===== config.mk =====
export PLATFORM = sky130hd
export DESIGN_NAME = sram_port_arbiter_flat
export DESIGN_NICKNAME = d
export VERILOG_FILES = /design/src/rtl/sram_port_arbiter_pkg.sv /design/src/rtl/sram_port_arbiter_if.sv /design/src/rtl/sram_port_arbiter_arb.sv /design/src/rtl/sram_port_arbiter.sv /design/src/flat_wrapper.sv
export SDC_FILE = /design/constraint.sdc
export NUM_CORES = 1
export LEC_CHECK = 0
export ABC_AREA = 1
export CAP_MARGIN = 25
export CORE_MARGIN = 5
export CORE_UTILIZATION = 25
export DETAILED_ROUTE_END_ITERATION = 7
export HOLD_SLACK_MARGIN = 0.06
export PLACE_DENSITY = 0.67
export SYNTH_ARGS = -nofsm -noshare
export SYNTH_HDL_FRONTEND = slang
export SYNTH_SLANG_ARGS = --single-unit
export TNS_END_PERCENT = 10

===== constraint.sdc =====
create_clock -name clk -period 1.4 [get_ports clk]
set_input_delay 0.14 -clock clk [delete_from_list [all_inputs] [get_ports clk]]
set_output_delay 0.14 -clock clk [all_outputs]
set_load 0.05 [all_outputs]

===== src/rtl/sram_port_arbiter_pkg.sv =====
// Shared constants and types for the SRAM port arbiter slice.
package sram_ctrl_pkg;

    localparam int DATA_WIDTH_DEF = 2;
    localparam int ADDR_WIDTH_DEF = 4;

    // Grant-to-response latency of a read, in clock cycles.
    localparam int READ_LATENCY = 2;

    // Response tag carried on rsp0_id.
    typedef enum logic {
        REQ_ID_M0 = 1'b0,
        REQ_ID_M1 = 1'b1
    } req_id_e;

endpackage


===== src/rtl/sram_port_arbiter_if.sv =====
// Requester, response and macro-side signals of the SRAM port arbiter.
// The master modport is the environment (requesters plus macro); slave is the arbiter.
interface sram_port_arbiter_if
    import sram_ctrl_pkg::*;
#(
    parameter int DATA_WIDTH = DATA_WIDTH_DEF,
    parameter int ADDR_WIDTH = ADDR_WIDTH_DEF
);
    logic                  m0_valid, m1_valid, m2_valid;
    logic                  m0_we, m1_we;
    logic [ADDR_WIDTH-1:0] m0_addr, m1_addr, m2_addr;
    logic [DATA_WIDTH-1:0] m0_wdata, m1_wdata;
    logic                  m0_ready, m1_ready, m2_ready;
    logic                  rsp0_valid, rsp0_id, rsp2_valid;
    logic [DATA_WIDTH-1:0] rsp0_data, rsp2_data;
    logic                  csb0, web0, csb1;
    logic [ADDR_WIDTH-1:0] addr0, addr1;
    logic [DATA_WIDTH-1:0] din0, dout0, dout1;

    modport master (
        output m0_valid, m1_valid, m2_valid, m0_we, m1_we,
        output m0_addr, m1_addr, m2_addr, m0_wdata, m1_wdata,
        output dout0, dout1,
        input  m0_ready, m1_ready, m2_ready,
        input  rsp0_valid, rsp0_id, rsp0_data, rsp2_valid, rsp2_data,
        input  csb0, web0, addr0, din0, csb1, addr1
    );

    modport slave (
        input  m0_valid, m1_valid, m2_valid, m0_we, m1_we,
        input  m0_addr, m1_addr, m2_addr, m0_wdata, m1_wdata,
        input  dout0, dout1,
        output m0_ready, m1_ready, m2_ready,
        output rsp0_valid, rsp0_id, rsp0_data, rsp2_valid, rsp2_data,
        output csb0, web0, addr0, din0, csb1, addr1
    );
endinterface


===== src/rtl/sram_port_arbiter_arb.sv =====
// Two-way round-robin arbiter: a grant hands priority to the other requester.
module sram_rr_arb (
    input  logic       clk,
    input  logic       rstb,
    input  logic [1:0] req,
    input  logic       accept,
    output logic [1:0] gnt
);
    // prio_q = 0 favours requester 0, 1 favours requester 1
    logic prio_q, prio_d;

    // Pick the favoured requester on contention, otherwise whoever is asking
    always_comb begin
        gnt = 2'b00;
        if (req[0] && (!req[1] || !prio_q)) begin
            gnt[0] = 1'b1;
        end else if (req[1]) begin
            gnt[1] = 1'b1;
        end
    end

    // Priority moves away from whichever requester was just accepted
    always_comb begin
        prio_d = prio_q;
        if (accept && gnt[0]) begin
            prio_d = 1'b1;
        end else if (accept && gnt[1]) begin
            prio_d = 1'b0;
        end
    end

    // Priority register, requester 0 first out of reset
    always_ff @(posedge clk) begin
        if (!rstb) begin
            prio_q <= 1'b0;
        end else begin
            prio_q <= prio_d;
        end
    end
endmodule


===== src/rtl/sram_port_arbiter.sv =====
// Shares the RW port of a dual-port SRAM macro between m0/m1 and gives m2 the R port.
// Macro reads land on dout one cycle after the access; the arbiter registers them once
// more, so every read answers two cycles after its grant.
module sram_port_arbiter
    import sram_ctrl_pkg::*;
#(
    parameter int DATA_WIDTH = DATA_WIDTH_DEF,
    parameter int ADDR_WIDTH = ADDR_WIDTH_DEF
) (
    input logic                clk,
    input logic                rstb,
    sram_port_arbiter_if.slave bus
);
    logic [1:0]            arb_req, arb_gnt;
    logic                  granted, sel_m1, cmd_we, collision, m2_go;
    logic [ADDR_WIDTH-1:0] cmd_addr;
    logic [DATA_WIDTH-1:0] cmd_wdata;

    // In-flight read tags (access cycle -> macro output cycle)
    logic    rd0_q, rd0_d, rd2_q, rd2_d;
    req_id_e id0_q, id0_d;

    // Response registers
    logic                  rsp0_valid_q, rsp0_valid_d, rsp2_valid_q, rsp2_valid_d;
    req_id_e               rsp0_id_q, rsp0_id_d;
    logic [DATA_WIDTH-1:0] rsp0_data_q, rsp0_data_d, rsp2_data_q, rsp2_data_d;

    // Requests are masked during reset so nothing is granted or touches the macro
    assign arb_req = {bus.m1_valid, bus.m0_valid} & {2{rstb}};

    sram_rr_arb u_arb (
        .clk    (clk),
        .rstb   (rstb),
        .req    (arb_req),
        .accept (granted),
        .gnt    (arb_gnt)
    );

    // Mux the granted command and decide whether m2 may use the R port this cycle
    always_comb begin
        granted   = |arb_gnt;
        sel_m1    = arb_gnt[1];
        cmd_we    = sel_m1 ? bus.m1_we    : bus.m0_we;
        cmd_addr  = sel_m1 ? bus.m1_addr  : bus.m0_addr;
        cmd_wdata = sel_m1 ? bus.m1_wdata : bus.m0_wdata;
        // Reading the word being written this cycle would return stale data
        collision = granted && cmd_we && bus.m2_valid && (bus.m2_addr == cmd_addr);
        m2_go     = rstb && bus.m2_valid && !collision;
    end

    assign bus.m0_ready = arb_gnt[0];
    assign bus.m1_ready = arb_gnt[1];
    assign bus.m2_ready = m2_go;
    assign bus.csb0     = !granted;
    assign bus.web0     = !(granted && cmd_we);
    assign bus.addr0    = cmd_addr;
    assign bus.din0     = cmd_wdata;
    assign bus.csb1     = !m2_go;
    assign bus.addr1    = bus.m2_addr;

    // Tag reads at grant; capture macro data one cycle later, holding it otherwise
    always_comb begin
        rd0_d        = granted && !cmd_we;
        id0_d        = sel_m1 ? REQ_ID_M1 : REQ_ID_M0;
        rd2_d        = m2_go;
        rsp0_valid_d = rd0_q;
        rsp0_id_d    = rsp0_id_q;
        rsp0_data_d  = rsp0_data_q;
        rsp2_valid_d = rd2_q;
        rsp2_data_d  = rsp2_data_q;
        if (rd0_q) begin
            rsp0_id_d   = id0_q;
            rsp0_data_d = bus.dout0;
        end
        if (rd2_q) begin
            rsp2_data_d = bus.dout1;
        end
    end

    // Pipeline registers; reset drops every read still in flight
    always_ff @(posedge clk) begin
        if (!rstb) begin
            rd0_q        <= 1'b0;
            id0_q        <= REQ_ID_M0;
            rd2_q        <= 1'b0;
            rsp0_valid_q <= 1'b0;
            rsp0_id_q    <= REQ_ID_M0;
            rsp0_data_q  <= '0;
            rsp2_valid_q <= 1'b0;
            rsp2_data_q  <= '0;
        end else begin
            rd0_q        <= rd0_d;
            id0_q        <= id0_d;
            rd2_q        <= rd2_d;
            rsp0_valid_q <= rsp0_valid_d;
            rsp0_id_q    <= rsp0_id_d;
            rsp0_data_q  <= rsp0_data_d;
            rsp2_valid_q <= rsp2_valid_d;
            rsp2_data_q  <= rsp2_data_d;
        end
    end

    assign bus.rsp0_valid = rsp0_valid_q;
    assign bus.rsp0_id    = rsp0_id_q;
    assign bus.rsp0_data  = rsp0_data_q;
    assign bus.rsp2_valid = rsp2_valid_q;
    assign bus.rsp2_data  = rsp2_data_q;
endmodule

===== src/flat_wrapper.sv =====
// flat-port wrapper written by rule: the top's interface ports become plain ports
module sram_port_arbiter_flat import sram_ctrl_pkg::*;
#(
    parameter int DATA_WIDTH = DATA_WIDTH_DEF,
    parameter int ADDR_WIDTH = ADDR_WIDTH_DEF
)
  (clk, rstb, bus_m0_valid, bus_m1_valid, bus_m2_valid, bus_m0_we, bus_m1_we, bus_m0_addr, bus_m1_addr, bus_m2_addr, bus_m0_wdata, bus_m1_wdata, bus_dout0, bus_dout1, bus_m0_ready, bus_m1_ready, bus_m2_ready, bus_rsp0_valid, bus_rsp0_id, bus_rsp0_data, bus_rsp2_valid, bus_rsp2_data, bus_csb0, bus_web0, bus_addr0, bus_din0, bus_csb1, bus_addr1);
  sram_port_arbiter_if #(.DATA_WIDTH(DATA_WIDTH), .ADDR_WIDTH(ADDR_WIDTH)) bus_i ();
  input logic clk;
  input logic rstb;
  input wire logic [$bits(bus_i.m0_valid)-1:0] bus_m0_valid;
  input wire logic [$bits(bus_i.m1_valid)-1:0] bus_m1_valid;
  input wire logic [$bits(bus_i.m2_valid)-1:0] bus_m2_valid;
  input wire logic [$bits(bus_i.m0_we)-1:0] bus_m0_we;
  input wire logic [$bits(bus_i.m1_we)-1:0] bus_m1_we;
  input wire logic [$bits(bus_i.m0_addr)-1:0] bus_m0_addr;
  input wire logic [$bits(bus_i.m1_addr)-1:0] bus_m1_addr;
  input wire logic [$bits(bus_i.m2_addr)-1:0] bus_m2_addr;
  input wire logic [$bits(bus_i.m0_wdata)-1:0] bus_m0_wdata;
  input wire logic [$bits(bus_i.m1_wdata)-1:0] bus_m1_wdata;
  input wire logic [$bits(bus_i.dout0)-1:0] bus_dout0;
  input wire logic [$bits(bus_i.dout1)-1:0] bus_dout1;
  output wire logic [$bits(bus_i.m0_ready)-1:0] bus_m0_ready;
  output wire logic [$bits(bus_i.m1_ready)-1:0] bus_m1_ready;
  output wire logic [$bits(bus_i.m2_ready)-1:0] bus_m2_ready;
  output wire logic [$bits(bus_i.rsp0_valid)-1:0] bus_rsp0_valid;
  output wire logic [$bits(bus_i.rsp0_id)-1:0] bus_rsp0_id;
  output wire logic [$bits(bus_i.rsp0_data)-1:0] bus_rsp0_data;
  output wire logic [$bits(bus_i.rsp2_valid)-1:0] bus_rsp2_valid;
  output wire logic [$bits(bus_i.rsp2_data)-1:0] bus_rsp2_data;
  output wire logic [$bits(bus_i.csb0)-1:0] bus_csb0;
  output wire logic [$bits(bus_i.web0)-1:0] bus_web0;
  output wire logic [$bits(bus_i.addr0)-1:0] bus_addr0;
  output wire logic [$bits(bus_i.din0)-1:0] bus_din0;
  output wire logic [$bits(bus_i.csb1)-1:0] bus_csb1;
  output wire logic [$bits(bus_i.addr1)-1:0] bus_addr1;
  assign bus_i.m0_valid = bus_m0_valid;
  assign bus_i.m1_valid = bus_m1_valid;
  assign bus_i.m2_valid = bus_m2_valid;
  assign bus_i.m0_we = bus_m0_we;
  assign bus_i.m1_we = bus_m1_we;
  assign bus_i.m0_addr = bus_m0_addr;
  assign bus_i.m1_addr = bus_m1_addr;
  assign bus_i.m2_addr = bus_m2_addr;
  assign bus_i.m0_wdata = bus_m0_wdata;
  assign bus_i.m1_wdata = bus_m1_wdata;
  assign bus_i.dout0 = bus_dout0;
  assign bus_i.dout1 = bus_dout1;
  assign bus_m0_ready = bus_i.m0_ready;
  assign bus_m1_ready = bus_i.m1_ready;
  assign bus_m2_ready = bus_i.m2_ready;
  assign bus_rsp0_valid = bus_i.rsp0_valid;
  assign bus_rsp0_id = bus_i.rsp0_id;
  assign bus_rsp0_data = bus_i.rsp0_data;
  assign bus_rsp2_valid = bus_i.rsp2_valid;
  assign bus_rsp2_data = bus_i.rsp2_data;
  assign bus_csb0 = bus_i.csb0;
  assign bus_web0 = bus_i.web0;
  assign bus_addr0 = bus_i.addr0;
  assign bus_din0 = bus_i.din0;
  assign bus_csb1 = bus_i.csb1;
  assign bus_addr1 = bus_i.addr1;
  sram_port_arbiter #(.DATA_WIDTH(DATA_WIDTH), .ADDR_WIDTH(ADDR_WIDTH)) u_core (.clk(clk), .rstb(rstb), .bus(bus_i));
endmodule

==> results of run 1 <==
==> final cells by class <==
class,count,area (sq um),area share
clock buffer,3,22.5,0.0139
clock inverter,1,5.00,0.00309
inverter,18,72.6,0.0448
multi-input combinational,69,448,0.276
sequential,11,221,0.137
tap,31,38.8,0.0239
timing repair buffer,76,813,0.502
==> flip-flops by register name (all words and copies together) (netlist names) <==
name	cells
u_core.bus.rsp0_data	2
u_core.bus.rsp0_id	1
u_core.bus.rsp0_valid	1
u_core.bus.rsp2_data	2
u_core.bus.rsp2_valid	1
u_core.id0_q	1
u_core.rd0_q	1
u_core.rd2_q	1
u_core.u_arb.prio_q	1
==> cells by family (layout without fill, tap and decap cells) <==
kind of cell / count (synthesis) / after routing / share of synthesized area
buffers and inverters: 24 / 98 / 0.174
DFF: 11 / 11 / 0.317
AOI/OAI and AO/OA: 9 / 9 / 0.0809
and+or+nand+nor: 60 / 60 / 0.428
==> worst max-delay path by stage <==
stage | from | end | slack (ps)
floorplan | u_core.u_arb.prio_q$_SDFFE_PN0P_ | bus_csb1 | -340
global placement | rstb | bus_m2_ready | -630
detailed placement | rstb | bus_m2_ready | -670
CTS | u_core.u_arb.prio_q$_SDFFE_PN0P_ | bus_m2_ready | -430
global route | u_core.u_arb.prio_q$_SDFFE_PN0P_ | bus_m2_ready | -500
finish | u_core.u_arb.prio_q$_SDFFE_PN0P_ | bus_csb1 | -390
==> synthesized netlist by cell type <==
cell type | count | area (sq um)
o21bai_1 | 1 | 7.51
nor2_2 | 1 | 6.26
buf_6 | 2 | 22.5
inv_1 | 16 | 60.1
buf_4 | 4 | 30.0
dfxtp_1 | 11 | 220
nand3_2 | 2 | 20.0
o21ai_2 | 1 | 8.76
clkinv_2 | 1 | 5.00
nand2_4 | 3 | 33.8
o21ai_0 | 5 | 25.0
nand2_1 | 22 | 82.6
nor2_1 | 14 | 52.6
o211a_1 | 1 | 10.0
nand3_1 | 10 | 50.1
nand3b_1 | 2 | 15.0
inv_2 | 1 | 3.75
nand2_2 | 6 | 37.5
a21oi_1 | 1 | 5.00
==> metal layers <==
layer	global-route usage	up-vias	wire length, um	share of wire
li1	-	464	-	-
met1	0.124	380	859	0.38
met2	0.216	42	1110	0.49
met3	0.0540	2	275	0.12
met4	0.0451	0	12	0.0053
met5	0	-	0	0
==> power breakdown <==
part           switching, mW  internal [mW]  leakage [nW]
Clock                  0.108          0.106        0.0177
Combinational          0.323          0.288         0.713
Sequential            0.0130          0.335        0.0911
==> per-stage QoR <==
step,utilization,area (sq um)
final,0.598,1620
after floorplan,-,738
after detailed placement,0.551,1490
after CTS,0.594,1610
after global routing,0.598,1620
after global placement,0.551,1490
==> worst max-delay path: cells and delay by family (launching register included) <==
| family | cells | cell delay, ps |
|---|---|---|
| AO/OA/AOI/OAI | 2 | 400 |
| flip-flops | 1 | 350 |
| buffers and inverters | 2 | 330 |
| AND/OR/NAND/NOR | 4 | 300 |
==> what timing repair did <==
action                                  in CTS  in global routing
pin swaps                                    8                  2
hold buffers                                 0                  0
buffers inserted                             3                  1
endpoints found under the setup margin      13                 12
resized for setup                           19                  1
cloned                                       0                  0
==> impl_metrics.ini, run 1 <==
[outcome]
outcome = finished with violations
violations = negative setup slack

[setup_path]
r2r_start = u_core.u_arb.prio_q$_SDFFE_PN0P_
worstPathRequired_ps = 1260
crit_path_start_kind = flip-flop
crit_chain = o21ai_4 > clkinvlp_4 > nand2_4 > nand2_4 > nand2_4 > nand3_4 > o21bai_4 > buf_12
path_class = reg -> out
ff2ff_path_depth = 10
worstPathArrival_ps = 1650
max_stage_delay_ps = 350
crit_slowest_cell = dfxtp_2
worstPathMaxFanout = 6
cpMostUsedCell = nand2_4
reg2reg_to = u_core.rd2_q$_SDFF_PN0_
critPathCaptureType = output port
rrSetupSlack_ps = -30

[timing]
fmax_mhz = 558
fin_worst_skew_ps = 4.35
setup_violations = 11
maxSlewHeadroom = 0.837
fin_tns_setup_ps = -2400
period_share = 1.28
hold_viol_final = 0
rsz0062_at_grt = yes
whs_ps = 304
period_minus_slack_ps = 1790
worst_pin_slew_ps = 244
slew_violations = 0
worst_slack_ps = -391

[clocking]
clock-sinks = 11
cts_tree = done
cts-buffers-inserted = 3
htreeDepth = 1
clk_path_buf_depth = 2
cts_root_buffer = clkbuf_4
cts.clk_slew.worst_paths_ps = 70
clock_latency_ps = 270

[global_routing]
grt_pass1_vias = 932
grt_pass1_wl_mm = 3.96
grt_overflow = 0
antenna_found_initial = 0
grt.total_usage = 0.122
grt_max_degree = 10

[yosys]
synth_area_sq_um = 696
synth-seq-area-share = 0.317
syn_nets = 131
yosys_register_bits = 11
syn_inst = 104
avgSynthCellArea_sq_um = 6.69
yosysUniqueCellTypes = 19
ys.warnings.count = 0

[pwr]
ir_drop_uv = 489
p_total_mw = 1.17
powerDensity_nw_per_um2 = 723
p_leak_nw = 0.821

[min_path]
min-delay-start = bus_m1_valid
min_path_cells = 3
min_to = u_core.u_arb.prio_q$_SDFFE_PN0P_
hp-class = in -> reg

[routing]
wl_per_cell_um = 10.8
drcViolationCount = 0
firstDrtPassIters = 4
drtIter0Drc = 22
drtAntennaViolNets = 0
wirelength_mm = 2.26
vias = 888
drt-vias-per-instance = 4.25

[floorplanning]
die_area_sq_um = 3940
coreArea_sq_um = 2710
dieWidth_um = 62.8
start_util = 0.257
dieHeight_um = 62.8
boundaryPins = 50
num_rows = 19

[placed_design]
dpl.hpwl_mm = 1.92
place_ws_ps = -666
dp.cells = 201
gp_congestion = 0.764
port_buffers = 49

[cells_and_area]
final_cell_mix = 32 x buf_4, 23 x clkdlybuf4s50_1, 19 x nand2_1, 15 x inv_1, 13 x buf_12
diodes = 0
fillCellCount = 240
areaGrowthSynthToFinish_pct = 133
drive_above_1_share = 0.449
nets = 206
layout.cells.non_filler = 209
final_common_cell = buf_4

[flow_run]
maxCapViolCount = 0
Note: power is estimated with default switching activity, not from simulation.
==> run 2, diff against run 1 <==
- CAP_MARGIN: 25 -> 20
==> results of run 2 <==
Final layout, timing and power as in run 1 (identical DEF).
